**config.mk**
```make
export PLATFORM = sky130hd
export DESIGN_NAME = hs_sync_sink_flat
export DESIGN_NICKNAME = d
export VERILOG_FILES = /design/src/rtl/hs_sync_sink_pkg.sv /design/src/rtl/hs_sync_sink_if.sv /design/src/rtl/hs_sync_sink_sync_ff.sv /design/src/rtl/hs_sync_sink.sv /design/src/flat_wrapper.sv
export SDC_FILE = /design/constraint.sdc
export NUM_CORES = 1
export LEC_CHECK = 0
export CORE_ASPECT_RATIO = 1.5
export CORE_MARGIN = 2
export CORE_UTILIZATION = 40
export DETAILED_ROUTE_END_ITERATION = 16
export DONT_BUFFER_PORTS = 1
export HOLD_SLACK_MARGIN = 0.02
export PLACE_DENSITY = 0.58
export SLEW_MARGIN = 20
export SYNTH_ARGS = -nofsm -noshare
export SYNTH_HDL_FRONTEND = slang
export SYNTH_SLANG_ARGS = --single-unit
```
**constraint.sdc**
```tcl
create_clock -name clk -period 1.9 [get_ports clk]
set_input_delay 0.38 -clock clk [delete_from_list [all_inputs] [get_ports clk]]
set_output_delay 0.38 -clock clk [all_outputs]
set_load 0.05 [all_outputs]
```
**src/rtl/hs_sync_sink_pkg.sv**
```systemverilog
`default_nettype none
// ============================================================================
// Module      : hs_sync_pkg
// Description : Shared types and helpers for the hs_sync_sink pipeline exit
//               stage. Contains the handshake FSM state encoding, the width
//               of the optional statistics counters, and the FIFO pointer
//               width helper.
// Revision    : 1.0 - initial release
// ============================================================================
package hs_sync_pkg;

    // Width of the optional token / stall statistics counters.
    localparam int STATS_W = 32;

    // Handshake FSM: IDLE waits for a synchronized request, ACK holds the
    // acknowledge high until the request has been withdrawn.
    typedef enum logic [0:0] {
        IDLE = 1'b0,
        ACK  = 1'b1
    } state_t;

    // Pointer width for a circular buffer of 'depth' entries; never below 1
    // so that a declared vector always has at least one bit.
    function automatic int ptr_width(input int depth);
        return (depth > 1) ? $clog2(depth) : 1;
    endfunction

endpackage
`default_nettype wire

```
**src/rtl/hs_sync_sink_if.sv**
```systemverilog
`default_nettype none
// ============================================================================
// Module      : hs_sync_sink_if
// Description : Bundles the 4-phase upstream handshake and the synchronous
//               valid/ready output stream of hs_sync_sink.
//   Lreq/Ldata/Lerr : request, bundled data and error tag from upstream
//   Lack            : 4-phase acknowledge back to upstream
//   out_valid/out_ready/out_data/out_err : synchronous output stream
//   level           : FIFO occupancy, 0..DEPTH
//   modport master  : upstream producer plus downstream consumer side
//   modport slave   : the sink itself
// Revision    : 1.0 - initial release
// ============================================================================
interface hs_sync_sink_if #(
    parameter int WIDTH = 8,
    parameter int DEPTH = 4
);
    logic               Lreq;
    logic               Lack;
    logic [WIDTH-1:0]   Ldata;
    logic               Lerr;
    logic               out_valid;
    logic               out_ready;
    logic [WIDTH-1:0]   out_data;
    logic               out_err;
    logic [$clog2(DEPTH):0] level;

    modport master (
        output Lreq, Ldata, Lerr, out_ready,
        input  Lack, out_valid, out_data, out_err, level
    );

    modport slave (
        input  Lreq, Ldata, Lerr, out_ready,
        output Lack, out_valid, out_data, out_err, level
    );
endinterface
`default_nettype wire

```
**src/rtl/hs_sync_sink_sync_ff.sv**
```systemverilog
`default_nettype none
// ============================================================================
// Module      : sync_ff
// Description : Multi-flop single-bit synchronizer bringing an asynchronous
//               level into the clk domain. Asynchronous active-high reset
//               clears every stage.
//   clk  : destination clock
//   rst  : asynchronous active-high reset
//   i_d  : asynchronous input level
//   o_q  : synchronized output (STAGES flops later)
// Revision    : 1.0 - initial release
// ============================================================================
module sync_ff #(
    parameter int STAGES = 2
) (
    input  logic clk,
    input  logic rst,
    input  logic i_d,
    output logic o_q
);

    logic [STAGES-1:0] r_sync;

    always_ff @(posedge clk or posedge rst) begin
        if (rst) begin
            r_sync <= '0;
        end else begin
            r_sync <= {r_sync[STAGES-2:0], i_d};
        end
    end

    assign o_q = r_sync[STAGES-1];

endmodule
`default_nettype wire

```
**src/rtl/hs_sync_sink.sv**
```systemverilog
`default_nettype none
// ============================================================================
// Module      : hs_sync_sink
// Description : Pipeline exit stage. Terminates a 4-phase bundled-data
//               handshake, synchronizes the request into clk, captures
//               {Lerr, Ldata} into a circular FIFO and presents it as a
//               valid/ready stream.
//   clk        : sole clock, rising edge
//   rst        : asynchronous active-high reset
//   bus        : hs_sync_sink_if.slave (Lreq/Lack/Ldata/Lerr upstream,
//                out_valid/out_ready/out_data/out_err/level downstream)
//   tok_cnt    : (HS_SYNC_SINK_STATS_EN only) saturating push counter
//   stall_cnt  : (HS_SYNC_SINK_STATS_EN only) saturating full-stall counter
// Optional    : define HS_SYNC_SINK_STATS_EN to add the statistics outputs.
// Revision    : 1.0 - initial release
// ============================================================================
module hs_sync_sink
    import hs_sync_pkg::*;
#(
    parameter int WIDTH       = 8,
    parameter int DEPTH       = 4,
    parameter int SYNC_STAGES = 2
) (
    input  logic               clk,
    input  logic               rst,
    hs_sync_sink_if.slave      bus
`ifdef HS_SYNC_SINK_STATS_EN
    ,
    output logic [STATS_W-1:0] tok_cnt,
    output logic [STATS_W-1:0] stall_cnt
`endif
);

    localparam int                 c_PTR_W = ptr_width(DEPTH);
    localparam int                 c_LVL_W = $clog2(DEPTH) + 1;
    localparam logic [c_LVL_W-1:0] c_FULL  = c_LVL_W'(DEPTH);

    // ------------------------------------------------------------------
    // Elaboration-time parameter sanity
    // ------------------------------------------------------------------
    if (DEPTH < 2 || (DEPTH & (DEPTH - 1)) != 0) begin : g_bad_depth
        $error("hs_sync_sink: DEPTH must be a power of 2 and at least 2");
    end
    if (SYNC_STAGES < 2) begin : g_bad_sync
        $error("hs_sync_sink: SYNC_STAGES must be at least 2");
    end

    // ------------------------------------------------------------------
    // Request synchronizer: the only consumer of the raw Lreq
    // ------------------------------------------------------------------
    logic w_req_s;

    sync_ff #(
        .STAGES (SYNC_STAGES)
    ) u_req_sync (
        .clk (clk),
        .rst (rst),
        .i_d (bus.Lreq),
        .o_q (w_req_s)
    );

    // ------------------------------------------------------------------
    // State
    // ------------------------------------------------------------------
    state_t             r_state;
    state_t             w_state_next;
    logic               r_lack;
    logic               w_lack_next;
    logic [c_PTR_W-1:0] r_wr_ptr;
    logic [c_PTR_W-1:0] r_rd_ptr;
    logic [c_LVL_W-1:0] r_level;
    logic [WIDTH:0]     r_mem [DEPTH];

    logic w_full;
    logic w_valid;
    logic w_push;
    logic w_pop;
    logic w_stall;

    // Full is judged on the registered level, before any pop this cycle,
    // so a full FIFO being popped still refuses the push until next cycle.
    assign w_full  = (r_level == c_FULL);
    assign w_valid = (r_level != '0);
    assign w_pop   = w_valid && bus.out_ready;

    // ------------------------------------------------------------------
    // Handshake FSM: next state and outputs
    // ------------------------------------------------------------------
    always_comb begin
        w_state_next = r_state;
        w_lack_next  = r_lack;
        w_push       = 1'b0;
        w_stall      = 1'b0;
        case (r_state)
            IDLE: begin
                w_lack_next = 1'b0;
                if (w_req_s) begin
                    if (!w_full) begin
                        // Bundled data is already stable: the upstream
                        // timing constraint spans the synchronizer delay.
                        w_push       = 1'b1;
                        w_lack_next  = 1'b1;
                        w_state_next = ACK;
                    end else begin
                        w_stall = 1'b1;
                    end
                end
            end
            ACK: begin
                w_lack_next = 1'b1;
                if (!w_req_s) begin
                    w_lack_next  = 1'b0;
                    w_state_next = IDLE;
                end
            end
            default: begin
                w_lack_next  = 1'b0;
                w_state_next = IDLE;
            end
        endcase
    end

    always_ff @(posedge clk or posedge rst) begin
        if (rst) begin
            r_state <= IDLE;
            r_lack  <= 1'b0;
        end else begin
            r_state <= w_state_next;
            r_lack  <= w_lack_next;
        end
    end

    // ------------------------------------------------------------------
    // FIFO: pointers wrap naturally because DEPTH is a power of 2
    // ------------------------------------------------------------------
    always_ff @(posedge clk or posedge rst) begin
        if (rst) begin
            r_wr_ptr <= '0;
            r_rd_ptr <= '0;
            r_level  <= '0;
        end else begin
            if (w_push) begin
                r_wr_ptr <= r_wr_ptr + c_PTR_W'(1);
            end
            if (w_pop) begin
                r_rd_ptr <= r_rd_ptr + c_PTR_W'(1);
            end
            case ({w_push, w_pop})
                2'b10:   r_level <= r_level + c_LVL_W'(1);
                2'b01:   r_level <= r_level - c_LVL_W'(1);
                default: r_level <= r_level;
            endcase
        end
    end

    // Storage is cleared on reset so the head outputs read zero while empty
    // after reset without needing a gating mux on the read path.
    always_ff @(posedge clk or posedge rst) begin
        if (rst) begin
            for (int i = 0; i < DEPTH; i++) begin
                r_mem[i] <= '0;
            end
        end else if (w_push) begin
            r_mem[r_wr_ptr] <= {bus.Lerr, bus.Ldata};
        end
    end

    assign bus.Lack                   = r_lack;
    assign bus.out_valid              = w_valid;
    assign bus.level                  = r_level;
    assign {bus.out_err, bus.out_data} = r_mem[r_rd_ptr];

`ifdef HS_SYNC_SINK_STATS_EN
    // ------------------------------------------------------------------
    // Saturating statistics counters
    // ------------------------------------------------------------------
    logic [STATS_W-1:0] r_tok_cnt;
    logic [STATS_W-1:0] r_stall_cnt;

    always_ff @(posedge clk or posedge rst) begin
        if (rst) begin
            r_tok_cnt   <= '0;
            r_stall_cnt <= '0;
        end else begin
            if (w_push && (r_tok_cnt != '1)) begin
                r_tok_cnt <= r_tok_cnt + STATS_W'(1);
            end
            if (w_stall && (r_stall_cnt != '1)) begin
                r_stall_cnt <= r_stall_cnt + STATS_W'(1);
            end
        end
    end

    assign tok_cnt   = r_tok_cnt;
    assign stall_cnt = r_stall_cnt;
`endif

endmodule
`default_nettype wire

```
**src/flat_wrapper.sv**
```systemverilog
// flat-port wrapper written by rule: the top's interface ports become plain ports
module hs_sync_sink_flat import hs_sync_pkg::*;
#(
    parameter int WIDTH       = 8,
    parameter int DEPTH       = 4,
    parameter int SYNC_STAGES = 2
)
  (clk, rst, bus_Lreq, bus_Ldata, bus_Lerr, bus_out_ready, bus_Lack, bus_out_valid, bus_out_data, bus_out_err, bus_level);
  hs_sync_sink_if #(.WIDTH(WIDTH), .DEPTH(DEPTH)) bus_i ();
  input  logic clk;
  input  logic rst;
  input wire logic [$bits(bus_i.Lreq)-1:0] bus_Lreq;
  input wire logic [$bits(bus_i.Ldata)-1:0] bus_Ldata;
  input wire logic [$bits(bus_i.Lerr)-1:0] bus_Lerr;
  input wire logic [$bits(bus_i.out_ready)-1:0] bus_out_ready;
  output wire logic [$bits(bus_i.Lack)-1:0] bus_Lack;
  output wire logic [$bits(bus_i.out_valid)-1:0] bus_out_valid;
  output wire logic [$bits(bus_i.out_data)-1:0] bus_out_data;
  output wire logic [$bits(bus_i.out_err)-1:0] bus_out_err;
  output wire logic [$bits(bus_i.level)-1:0] bus_level;
  assign bus_i.Lreq = bus_Lreq;
  assign bus_i.Ldata = bus_Ldata;
  assign bus_i.Lerr = bus_Lerr;
  assign bus_i.out_ready = bus_out_ready;
  assign bus_Lack = bus_i.Lack;
  assign bus_out_valid = bus_i.out_valid;
  assign bus_out_data = bus_i.out_data;
  assign bus_out_err = bus_i.out_err;
  assign bus_level = bus_i.level;
  hs_sync_sink #(.WIDTH(WIDTH), .DEPTH(DEPTH), .SYNC_STAGES(SYNC_STAGES)) u_core (.clk(clk), .rst(rst), .bus(bus_i));
endmodule
```
==> results.md <==
- The final layout net count is between 150 and 200.
- The data arrival at the endpoint of the critical path is 1.52 ns.
- Setup violations remaining at the end of the flow were counted as 0.
- The nature of the critical path startpoint is a flip-flop.
- The first detailed-routing pass ran for 4 iterations.
- The post-synthesis cell type count is 21.
- Wires add up to ~4100 microns.
- The max capacitance violation total is 0.
- For this configuration, the core starts out at a cell density of 41.4%.
- The wire-length estimate of the detail-placed layout is slightly below 3000 microns.
- The number of standard cells in the final layout excluding fillers is 219.
- The core outline area is 5450 sq um.
- The die is 65.4 microns wide.
- In this run the critical register-to-register path is captured at u_core.bus.level[1]$_DFFE_PP0P_.
- The path type of the worst min-delay path is input pin to flip-flop.
- For the final routed database, the setup TNS stands at 0 ns.
- Entering global routing, the biggest net connects 31 pins.
- The initial antenna violation count is 0.
- The die outline area is 6280 sq um.
- The synthesis-stage register bit count is 46.
- Of the cells placed in the final design, the portion with a size suffix greater than 1 is 56.4%.
- Setup repair after global routing could not meet its margin everywhere.
- The number of nets in the synthesized netlist is 149.
- The register-to-register setup slack is 0.08 ns.
- At the pin with the least slew margin, the transition time is 0.683 ns.
- The wire length of the first global-routing pass is 6900 microns.
- The most critical setup path has its endpoint at bus_out_data[0].
- The cell at the root of the clock tree is sky130_fd_sc_hd__clkbuf_8.
- The worst register-to-register path has a depth of 6.
- The flow ran to the end, and the final reports show no timing, DRC or antenna violations.
- Dividing the detail-routed via count by the number of cells gives about 5.0.
- The via count of the routed design is 1097.
- Including well taps, the total number of placed cells is approximately 210.
- For this run the aggregate overflow at the end of global routing stands at 0.
- The I/O pin count is 27.
- The clock period minus worst slack is 1.90 ns.
- The die is 96.0 microns tall.
- The startpoint identified for the worst register-to-register timing path is u_core.bus.level[0]$_DFFE_PP0P_.
- The tree built by TritonCTS fans out to 46 sinks.
- The number of warnings printed during yosys synthesis is 0.
- The number of hold violations in the final report came to 0.
- Hold is met by 0.108 ns.
- The detailed-route DRC error count is 0.
- The later pin in the worst-skew pair is clocked with a latency of 0.29 ns.
- The number of antenna-violating nets in the routed design is 0.
- The worst setup path is of the flip-flop to output port kind.
- The via count of the first global-routing pass is 1300.
- Summing the sequential cell areas from Yosys gives 51.0% of the chip area.
- The final critical path takes up 99.8% of the cycle.
- The routability-driven placement congestion ratio is 0.758.
- The kind of end point of the critical path is an output port.
- The all-layer global routing usage is 15.2%.
- The largest buffer count on any clock path is 2.
- In this run the tool buffered the top-level ports with 0 buffer cells.
- The placement row count is 33.
- The largest fanout on the critical path is 7.
- Based on the critical path, the design can be clocked at up to 527 MHz.
- The area growth from synthesis to layout is 14.5%.
- The number of inserted diodes is 0.
- The worst hold path begins at bus_Lreq.
- The area of the mapped netlist is approximately 2300 sq um.
- The most critical setup path has its startpoint at u_core.r_rd_ptr[0]$_DFFE_PP0P_.
- Once layout is done, the placed cells without fillers occupy 2590 sq um.
- Clock-pin slew was measured on the worst setup and hold paths at around 0.08 ns.
- The routed wirelength normalized by instance count is 18.8 microns.
- Data on the critical path is required at its endpoint by 1.52 ns.
- The synthesized instance count is 130.
- The per-instance average area after synthesis is 17.4 sq um.
- The number of H-tree levels is 2.
- In this run, CTS created clock tree buffers numbering 5.
- The clock tree from TritonCTS is done.
- The worst pin sits at a relative slew slack of a little over half.
- The count of final max-slew check failures is 0.
- The initial DRC count is 54.
- The cell area after placement is 2440 sq um.
- The clock arrives with approximately 0.0080 ns of skew.
[worst min path at each step]
stage,endpoint,slack [ns],cells after the start
after CTS,u_core.u_req_sync.r_sync[0]$_DFF_PP0_,0.1,0
after global routing,u_core.u_req_sync.r_sync[0]$_DFF_PP0_,0.09,0
final,u_core.u_req_sync.r_sync[0]$_DFF_PP0_,0.11,0
after global placement,u_core.r_state$_DFF_PP0_,0.30,1
after floorplan,u_core.u_req_sync.r_sync[1]$_DFF_PP0_,0.33,0
after detailed placement,u_core.bus.level[2]$_DFFE_PP0P_,0.32,1
[layout by cell type (no fill, tap or decap), drive strengths merged, types with 2 or more instances in the layout]
cell    count
ha          5
mux4        9
clkbuf      6
dfrtp      46
mux2       37
xnor2       3
xor2        3
nor4bb      4
nor3b       2
buf        16
inv         7
[state kept, by name, indices dropped and copies added, names as in the netlist]
| signal | flops |
|---|---|
| u_core.u_req_sync.r_sync | 2 |
| u_core.r_wr_ptr | 2 |
| u_core.bus.level | 3 |
| u_core.r_state | 1 |
| u_core.r_mem | 36 |
| u_core.r_rd_ptr | 2 |
[layout make-up]
class / instances / area (sq um)
Timing Repair Buffer: 17 / 155
Tap cell: 70 / 87.6
Multi-Input combinational cell: 70 / 1050
Clock buffer: 6 / 72.6
Fill cell: 495 / 2860
Clock inverter: 2 / 37.5
Sequential cell: 46 / 1160
Inverter: 8 / 30.0
[timing repair]
action / CTS / global route
gates resized for setup: 2 / 1
setup endpoints to repair: 10 / 10
setup buffers: 1 / 1
pin swaps: 0 / 3
endpoints found under the hold margin: 16 / 0
hold buffers: 1 / 0
[per-layer routing]
metal / track usage [%] / up-vias / part of all wire [%]
met5: 0 / - / 0
met4: 5.21 / 0 / 1.8
met3: 4.09 / 5 / 4.4
met2: 26.8 / 23 / 55
met1: 17.7 / 575 / 39
li1: - / 494 / -
[critical path, cell delays in order, from the launching register on]
cell	delay [ns]
sky130_fd_sc_hd__dfrtp_2	0.41
sky130_fd_sc_hd__buf_12	0.15
sky130_fd_sc_hd__mux4_2	0.67
[cell usage after synthesis, drive strengths merged]
| library cell | count | area share, % |
|---|---|---|
| dfrtp | 46 | 51 |
| mux2 | 37 | 24 |
| mux4 | 9 | 9.0 |
| inv | 8 | 1.3 |
| buf | 5 | 2.2 |
| ha | 5 | 2.8 |
| nor4bb | 4 | 2.9 |
| xnor2 | 3 | 1.2 |
| xor2 | 3 | 1.2 |
| nor3b | 2 | 1.2 |
| a21boi | 1 | 0.33 |
| clkbuf | 1 | 0.17 |
| fa | 1 | 0.89 |
| mux2i | 1 | 0.44 |
| nand2 | 1 | 0.17 |
| nor2 | 1 | 0.17 |
| o31a | 1 | 0.44 |
| or3 | 1 | 0.33 |
[metrics by stage]
stage          setup WS (ns)  utilization [%]
2_1_floorplan         -0.218                -
3_3_place_gp           0.116             44.7
3_5_place_dp          0.0318             44.7
4_1_cts              -0.0105             47.1
5_1_grt              -0.0531             47.5
6_report             0.00407             47.5
[kinds of logic after synthesis]
family | after synthesis | synth area share, %
xor+xnor | 6 | 2.33
simple gates | 9 | 4.71
flops | 46 | 51.0
fa+ha+maj | 6 | 3.66
mux | 47 | 33.9
buf+inv | 14 | 3.71
compound gates | 2 | 0.776
Power is left out: the tool's default activity adds up to more than one toggle a clock period on the data nets, which glitch-free logic cannot reach.
